**config.mk**
```make
export PLATFORM = sky130hd
export DESIGN_NAME = simon_core
export DESIGN_NICKNAME = d
export VERILOG_FILES = /design/src/rtl/simon_pkg.sv /design/src/rtl/simon_lfsr.sv /design/src/rtl/simon_core.sv
export SDC_FILE = /design/constraint.sdc
export NUM_CORES = 1
export LEC_CHECK = 0
export CORE_ASPECT_RATIO = 1.1
export CORE_MARGIN = 4
export CORE_UTILIZATION = 48
export CTS_BUF_LIST = sky130_fd_sc_hd__clkbuf_4
export CTS_CLUSTER_DIAMETER = 150
export DETAILED_ROUTE_END_ITERATION = 10
export GPL_ROUTABILITY_DRIVEN = 0
export PLACE_DENSITY = 0.66
export SETUP_SLACK_MARGIN = 0.15
export SYNTH_ARGS = -nofsm -noshare
export SYNTH_HDL_FRONTEND = slang
export SYNTH_HIERARCHICAL = 1
export SYNTH_SLANG_ARGS = --single-unit
export TNS_END_PERCENT = 5
```
**constraint.sdc**
```tcl
create_clock -name clk -period 4.32 [get_ports clk]
set_input_delay 0.864 -clock clk [delete_from_list [all_inputs] [get_ports clk]]
set_output_delay 0.864 -clock clk [all_outputs]
set_load 0.02 [all_outputs]
```
**src/rtl/simon_pkg.sv**
```systemverilog
// Shared types and constants for the Simon memory-game core: FSM states, LFSR seed/taps, width helpers.
// Latency: n/a (declarations only).
// Backpressure: n/a.
package simon_pkg;

    typedef enum logic [2:0] {
        IDLE,
        ADD,
        SHOW_ON,
        SHOW_OFF,
        WAIT_IN,
        LOSE,
        WIN
    } state_e;

    // Maximal-length 16-bit Fibonacci LFSR, taps 16,14,13,11 in right-shift form
    // (feedback = bit0 ^ bit2 ^ bit3 ^ bit5, shifted in at bit 15).
    localparam logic [15:0] LFSR_SEED = 16'hACE1;
    localparam logic [15:0] LFSR_TAPS = 16'h002D;

    // Width of a button index.
    function automatic int calc_bw(input int num_btns);
        return (num_btns <= 2) ? 1 : $clog2(num_btns);
    endfunction

    // Width able to hold 0..max_len inclusive.
    function automatic int calc_lw(input int max_len);
        return $clog2(max_len + 1);
    endfunction

endpackage

```
**src/rtl/simon_lfsr.sv**
```systemverilog
// Free-running 16-bit Fibonacci LFSR supplying pseudo-random tones; never reaches zero.
// Latency: new value every clk cycle.
// Backpressure: none, always steps.
module simon_lfsr
    import simon_pkg::*;
(
    input  logic        clk,
    input  logic        reset,
    output logic [15:0] lfsr
);

    logic [15:0] lfsr_q;
    logic [15:0] lfsr_d;

    // Next value: parity of tapped bits enters at the top, register shifts right.
    always_comb begin
        lfsr_d = {^(lfsr_q & LFSR_TAPS), lfsr_q[15:1]};
    end

    // Seeded on reset, then stepped on every clock.
    always_ff @(posedge clk or negedge reset) begin
        if (!reset) begin
            lfsr_q <= LFSR_SEED;
        end else begin
            lfsr_q <= lfsr_d;
        end
    end

    assign lfsr = lfsr_q;

endmodule

```
**src/rtl/simon_core.sv**
```systemverilog
// Simon memory game: grows a random tone sequence, plays it back, then checks player presses.
// Latency: press processed on the cycle it is sampled; result visible next cycle. Button echo is same-cycle.
// Backpressure: none; presses outside WAIT_IN and start outside IDLE/LOSE/WIN are dropped.
// Optional: define SIMON_TIMEOUT_EN to add the player inactivity timeout.
module simon_core
    import simon_pkg::*;
#(
    parameter int NUM_BTNS      = 4,
    parameter int MAX_LEN       = 16,
    parameter int TONE_TICKS    = 4,
    parameter int GAP_TICKS     = 2,
    parameter int TIMEOUT_TICKS = 40,
    localparam int BW           = calc_bw(NUM_BTNS),
    localparam int LW           = calc_lw(MAX_LEN)
) (
    input  logic          clk,
    input  logic          reset,
    input  logic          tick,
    input  logic          start,
    input  logic          btn_valid,
    input  logic [BW-1:0] btn_num,
    output logic          simon_turn,
    output logic          play,
    output logic [BW-1:0] play_num,
    output logic          game_over,
    output logic          win,
    output logic [LW-1:0] score
);

    // Memory address width and shared tick-timer width.
    localparam int AW   = $clog2(MAX_LEN);
    localparam int T1   = (TONE_TICKS > GAP_TICKS) ? TONE_TICKS : GAP_TICKS;
    localparam int TMAX = (T1 > TIMEOUT_TICKS) ? T1 : TIMEOUT_TICKS;
    localparam int TW   = $clog2(TMAX + 1);

    localparam logic [TW-1:0] TONE_LAST = TW'(TONE_TICKS - 1);
    localparam logic [TW-1:0] GAP_LAST  = TW'(GAP_TICKS - 1);
`ifdef SIMON_TIMEOUT_EN
    localparam logic [TW-1:0] TO_LAST   = TW'(TIMEOUT_TICKS - 1);
`endif
    localparam logic [LW-1:0] LEN_MAX   = LW'(MAX_LEN);

    state_e          state_q;
    logic [LW-1:0]   len_q;
    logic [LW-1:0]   idx_q;
    logic [LW-1:0]   score_q;
    logic [TW-1:0]   timer_q;
    logic            over_q;
    logic            win_q;
    logic [BW-1:0]   mem_q [MAX_LEN];

    logic [15:0]     lfsr;
    logic            lfsr_unused;
    logic [LW-1:0]   idx_last;
    logic [BW-1:0]   cur_tone;

    simon_lfsr u_lfsr (
        .clk   (clk),
        .reset (reset),
        .lfsr  (lfsr)
    );

    // Only the low bits pick a tone; the rest of the LFSR state is not needed here.
    assign lfsr_unused = ^lfsr[15:BW];

    assign idx_last = len_q - 1'b1;
    assign cur_tone = mem_q[idx_q[AW-1:0]];

    // Sequence memory: one new tone appended per round, never cleared.
    always_ff @(posedge clk) begin
        if (state_q == ADD) begin
            mem_q[len_q[AW-1:0]] <= lfsr[BW-1:0];
        end
    end

    // Game FSM with sequence length, playback index, score and tick timer.
    always_ff @(posedge clk or negedge reset) begin
        if (!reset) begin
            state_q <= IDLE;
            len_q   <= '0;
            idx_q   <= '0;
            score_q <= '0;
            timer_q <= '0;
            over_q  <= 1'b0;
            win_q   <= 1'b0;
        end else begin
            case (state_q)
                IDLE, LOSE, WIN: begin
                    if (start) begin
                        len_q   <= '0;
                        score_q <= '0;
                        over_q  <= 1'b0;
                        win_q   <= 1'b0;
                        state_q <= ADD;
                    end
                end
                ADD: begin
                    len_q   <= len_q + 1'b1;
                    idx_q   <= '0;
                    timer_q <= '0;
                    state_q <= SHOW_ON;
                end
                SHOW_ON: begin
                    if (tick) begin
                        if (timer_q == TONE_LAST) begin
                            timer_q <= '0;
                            state_q <= SHOW_OFF;
                        end else begin
                            timer_q <= timer_q + 1'b1;
                        end
                    end
                end
                SHOW_OFF: begin
                    if (tick) begin
                        if (timer_q == GAP_LAST) begin
                            // Timer leaves at zero, so WAIT_IN starts with a cleared timeout count.
                            timer_q <= '0;
                            if (idx_q == idx_last) begin
                                idx_q   <= '0;
                                state_q <= WAIT_IN;
                            end else begin
                                idx_q   <= idx_q + 1'b1;
                                state_q <= SHOW_ON;
                            end
                        end else begin
                            timer_q <= timer_q + 1'b1;
                        end
                    end
                end
                WAIT_IN: begin
                    if (btn_valid) begin
                        // A press wins over a coincident tick: it is judged and the idle count restarts.
                        timer_q <= '0;
                        if (btn_num != cur_tone) begin
                            over_q  <= 1'b1;
                            state_q <= LOSE;
                        end else if (idx_q != idx_last) begin
                            idx_q <= idx_q + 1'b1;
                        end else begin
                            score_q <= len_q;
                            idx_q   <= '0;
                            if (len_q == LEN_MAX) begin
                                win_q   <= 1'b1;
                                state_q <= WIN;
                            end else begin
                                state_q <= ADD;
                            end
                        end
                    end
`ifdef SIMON_TIMEOUT_EN
                    else if (tick) begin
                        if (timer_q == TO_LAST) begin
                            over_q  <= 1'b1;
                            state_q <= LOSE;
                        end else begin
                            timer_q <= timer_q + 1'b1;
                        end
                    end
`endif
                end
                default: begin
                    state_q <= IDLE;
                end
            endcase
        end
    end

    // Tone output: stored tone during playback, live echo of presses while waiting for input.
    always_comb begin
        play     = 1'b0;
        play_num = '0;
        case (state_q)
            SHOW_ON: begin
                play     = 1'b1;
                play_num = cur_tone;
            end
            WAIT_IN: begin
                play     = btn_valid;
                play_num = btn_num;
            end
            default: begin
                play     = 1'b0;
                play_num = '0;
            end
        endcase
    end

    assign simon_turn = (state_q == ADD) || (state_q == SHOW_ON) || (state_q == SHOW_OFF);
    assign game_over  = over_q;
    assign win        = win_q;
    assign score      = score_q;

endmodule
```
---- Word level (Yosys, flattened, before mapping) ----
Memory sizes are Yosys's and may differ from the RTL's.
Cells that the tools add are included.
word-level totals
  bits in registers ....................... 42
  bits in latches ......................... 0
  memory bits (writable) .................. 32
  memory bits (read-only) ................. 0
  output and inout port bits .............. 11
  memories kept ........................... 1
memory list
  name   words  bits a word  rd ports  clocked after Yosys merged registers in  wr ports  line              source
  mem_q  16     2            1         0                                        1         simon_core.sv:50  logic [BW-1:0] mem_q [MAX_LEN];
cells by class
  add/sub/neg operators ................... 4
  $mul .................................... 0
  div/mod/pow operators ................... 0
  magnitude comparators ................... 0
  equality and inequality tests ........... 23
  shift-type cells ........................ 0
  mux-type cells .......................... 43
  bitwise operators ....................... 0
  reductions and logical operators ........ 16
operators by type and width
  cell                 count
  $mux 5               10
  $mux 3               10
  $mux 6               5
  $pmux 6 s4           1
  $ne 2x2->1 const B   10
  $pmux 5 s2           2
  $reduce_xor 16->1    1
  $pmux 3 s5           1
  $pmux 5 s3           1
  $add 5x1->5 const B  2
  $reduce_and 5->1     2
  $eq 3x3->1 const B   3
  $mux 1               9
  $reduce_and 4->1     2
  $reduce_and 7->1     1
  $add 6x1->6 const B  1
  $eq 3x2->1 const B   2
  $eq 6x1->1 const B   1
  $eq 6x2->1 const B   1
  $pmux 1 s2           3
  $reduce_and 6->1     1
  $eq 5x5->1           1
  $eq 5x5->1 const B   1
  $ne 5x5->1           1
  12 further kinds     14

---- Longest topological paths before layout ----
  depth in word-level cells ............... 6
  depth in mapped cells ................... 9

---- By module ----
Netlist, hierarchy kept.
modules (own cells, without submodules)
  module      times used  cells an instance  area an instance (um^2)
  simon_core  1           295                3189.3
  simon_lfsr  1           34                 549.3

---- Worst setup path before layout ----
Ideal clock, no wire load.
  path type ............................... reg-to-output
  start point ............................. register idx_q[0]
  end point ............................... output port play_num[1]
  arrival time ............................ 1633 ps
  required time ........................... 3456 ps
  slack ................................... 1823 ps
  stages on the path, launching flop included .. 8
  path buffers ............................ 2
  path through ............................ dfrtp_1 -> buf_6 -> buf_8 -> mux2i_1 -> a22o_1 -> nor3_1 -> o21ai_0 -> a21oi_1
between the ends
  longest elaborated chain between the ends .. 2
RTL lines
  item                    line               source
  start, declared         simon_core.sv:45   logic [LW-1:0] idx_q;
  start signal, assigned  simon_core.sv:122  idx_q <= idx_q + 1'b1;
  start signal, assigned  simon_core.sv:138  idx_q <= idx_q + 1'b1;
  $mem_v2 16x2            -
  $pmux 2 s2              simon_core.sv:172  case (state_q)
  end, declared           simon_core.sv:24   output logic [BW-1:0] play_num,
No other way between the ends.

---- Final worst setup path ----
  start point ............................. register idx_q[0]
  end point ............................... output port play_num[0]
Same word-level chain as after synthesis.

==> flow_metrics.env <==
export IMPL_status="complete, no violations"
export IMPL_worstReg2RegStart="idx_q[0]"
export IMPL_dp_hpwl_um=5306
export IMPL_grt_max_degree=43
export IMPL_r2r_end="score[1]"
export IMPL_ys_warn_count=6
export IMPL_busiest_layer="met2"
export IMPL_hp_start="u_lfsr/lfsr[12]"
export IMPL_diodes=0
export IMPL_report_final_slew_viol_count=0
export IMPL_hold_depth=0
export IMPL_post_cts_buffers=0
export IMPL_tns_ns=0
export IMPL_regToRegSetupSlack_ns=1.44
export IMPL_die_x_um=90.96
export IMPL_num_io_pins=18
export IMPL_clock_latency_ns=0.43
export IMPL_clk_path_buf_depth=2
export IMPL_reg2regPathDepth=8
export IMPL_first_pass_iters=4
export IMPL_syn_nets=330
export IMPL_core_area_um2=7432
export IMPL_path_cells="mux2i_1, a22o_1, o31ai_1, nand2_1, a21oi_1, clkdlybuf4s50_1"
export IMPL_max_slew_margin_pct=22.33
export IMPL_hold_class="reg -> reg"
export IMPL_holdBufCountCts=0
export IMPL_wl_per_cell_um=17.66
export IMPL_path_max_fanout=17
export IMPL_gr_usage_met1_pct=24.05
export IMPL_rsz0062_at_grt="false"
export IMPL_ir_drop_mv=0.2106
export IMPL_synth_cells=315
export IMPL_p_leak_nw=1.529
export IMPL_numCtsBuffers=9
export IMPL_grt_util_met2_pct=28.71
export IMPL_num_nets_final=346
export IMPL_period_share_pct=88.87
export IMPL_start_util_pct=48.89
export IMPL_postRouteAntennaNets=0
export IMPL_layout_min_cycle_time_ns=3.839
export IMPL_dieArea_um2=9027
export IMPL_grt_pass1_vias=2478
export IMPL_path_buf_inv=1
export IMPL_drc=0
export IMPL_cp_end_kind="output pin"
export IMPL_gr_total_overflow=0
export IMPL_path_delay_family="flip-flops"
export IMPL_track_usage_pct=18.00
export IMPL_avgSynthCellArea_um2=11.53
export IMPL_fmax_mhz=260.5
export IMPL_vias_per_cell=5.754
export IMPL_critPathLaunchType="register"
export IMPL_drive_above_1_share_pct=11.31
export IMPL_drt_wl_total_um=7470
export IMPL_maxCapViolCount=0
export IMPL_grt_pass1_wl_um=12570
export IMPL_rows=33
export IMPL_clock_sinks=74
export IMPL_cts_resized=0
export IMPL_cts_max_level=3
export IMPL_worstMarginPinSlew_ns=1.156
export IMPL_hold_end="u_lfsr/lfsr[11]"
export IMPL_power_density_nw_per_um2=390.0
export IMPL_clock_skew_ns=0.01683
export IMPL_crit_type="reg -> out"
export IMPL_synth_area_um2=3633
export IMPL_whs_ns=0.3651
export IMPL_path_clk_slew_ns=0.14
export IMPL_crit_slowest_cell="dfrtp_1"
export IMPL_setup_viol=0
export IMPL_io_buffers=17
export IMPL_cts_root_buf="clkbuf_4"
export IMPL_cts_tree="done"
export IMPL_vias=2434
export IMPL_die_y_um=99.25
export IMPL_crit_required_ns=3.46
export IMPL_cp_slowest_stage_delay_ns=0.91
export IMPL_finalHoldViolCount=0
export IMPL_area_growth_synth_to_final_pct=9.849
export IMPL_antenna_found_initial=0
export IMPL_cp_arrival_ns=2.98
export IMPL_utilization_pct=53.70
export IMPL_drtIter0Drc=95
export IMPL_use_met3_pct=4.236
==> layout make-up <==
cell class / instances / area, um^2
clock buffers: 9 / 67.56
inverters: 9 / 33.78
repair buffers: 18 / 172.7
multi-input cells: 219 / 1503
flip-flops and latches: 74 / 2022
well taps: 87 / 108.9
clock inverters: 7 / 83.83
fillers: 659 / 3441
==> layer usage <==
| layer | part of all wire (%) | routed length, um | vias to the layer above |
|---|---|---|---|
| met5 | 0 | 0 | - |
| met4 | 1.3 | 97 | 0 |
| met3 | 3.5 | 265 | 8 |
| met2 | 48 | 3600 | 51 |
| met1 | 47 | 3507 | 1193 |
| li1 | - | - | 1182 |
==> sequential cells by signal, indices dropped and copies added, names as in the netlist <==
| name | count |
|---|---|
| win | 1 |
| idx_q | 5 |
| game_over | 1 |
| state_q | 3 |
| mem_q | 32 |
| score | 5 |
| timer_q | 6 |
| u_lfsr/lfsr | 16 |
| len_q | 5 |
==> where the power goes <==
part,switching [mW],internal [mW],total (mW)
registers,0.0836,0.763,0.847
clock network,0.274,0.188,0.462
logic,0.122,0.125,0.247
total,0.480,1.08,1.56
==> stage by stage <==
| step | power (mW) | setup WS, ns | area, um^2 | std cells |
|---|---|---|---|---|
| CTS | 1.579 | 0.4404 | 3991 | 423 |
| detailed placement | 1.110 | 0.9478 | 3840 | 407 |
| global placement | 1.103 | 1.019 | 3840 | 407 |
| floorplan | 1.040 | 1.823 | 3633 | 315 |
| global route | 1.648 | 0.2815 | 3991 | 423 |
| finish | 1.557 | 0.4806 | 3991 | 423 |
==> how the worst max path moves through the flow <==
stage	cells past startpoint	startpoint	to	slack [ns]
2_1_floorplan	7	idx_q[0]	play_num[1]	1.82
6_report	6	idx_q[0]	play_num[0]	0.48
4_1_cts	6	idx_q[0]	play_num[0]	0.44
3_5_place_dp	6	idx_q[0]	play_num[0]	0.95
3_3_place_gp	6	idx_q[0]	play_num[0]	1.02
5_1_grt	6	idx_q[0]	play_num[0]	0.28
==> cells in the final DEF, fill, tap and decap left out, types with 3 or more instances in the layout <==
cell type,instances
nor2_1,23
a22o_1,10
ha_1,8
xnor2_1,7
nor2b_1,8
clkdlybuf4s50_1,16
edfxtp_1,32
inv_1,9
nand2_1,23
a22oi_1,6
dfstp_2,8
mux2i_1,20
o21a_1,3
inv_6,4
nand2b_1,4
and3_1,10
dfrtp_1,34
o31ai_1,4
o21ai_0,15
xor2_1,5
a21oi_1,11
nand3_1,8
clkbuf_4,9
and2_1,14
nor3_1,4
Power figures use the tool's default switching activity.
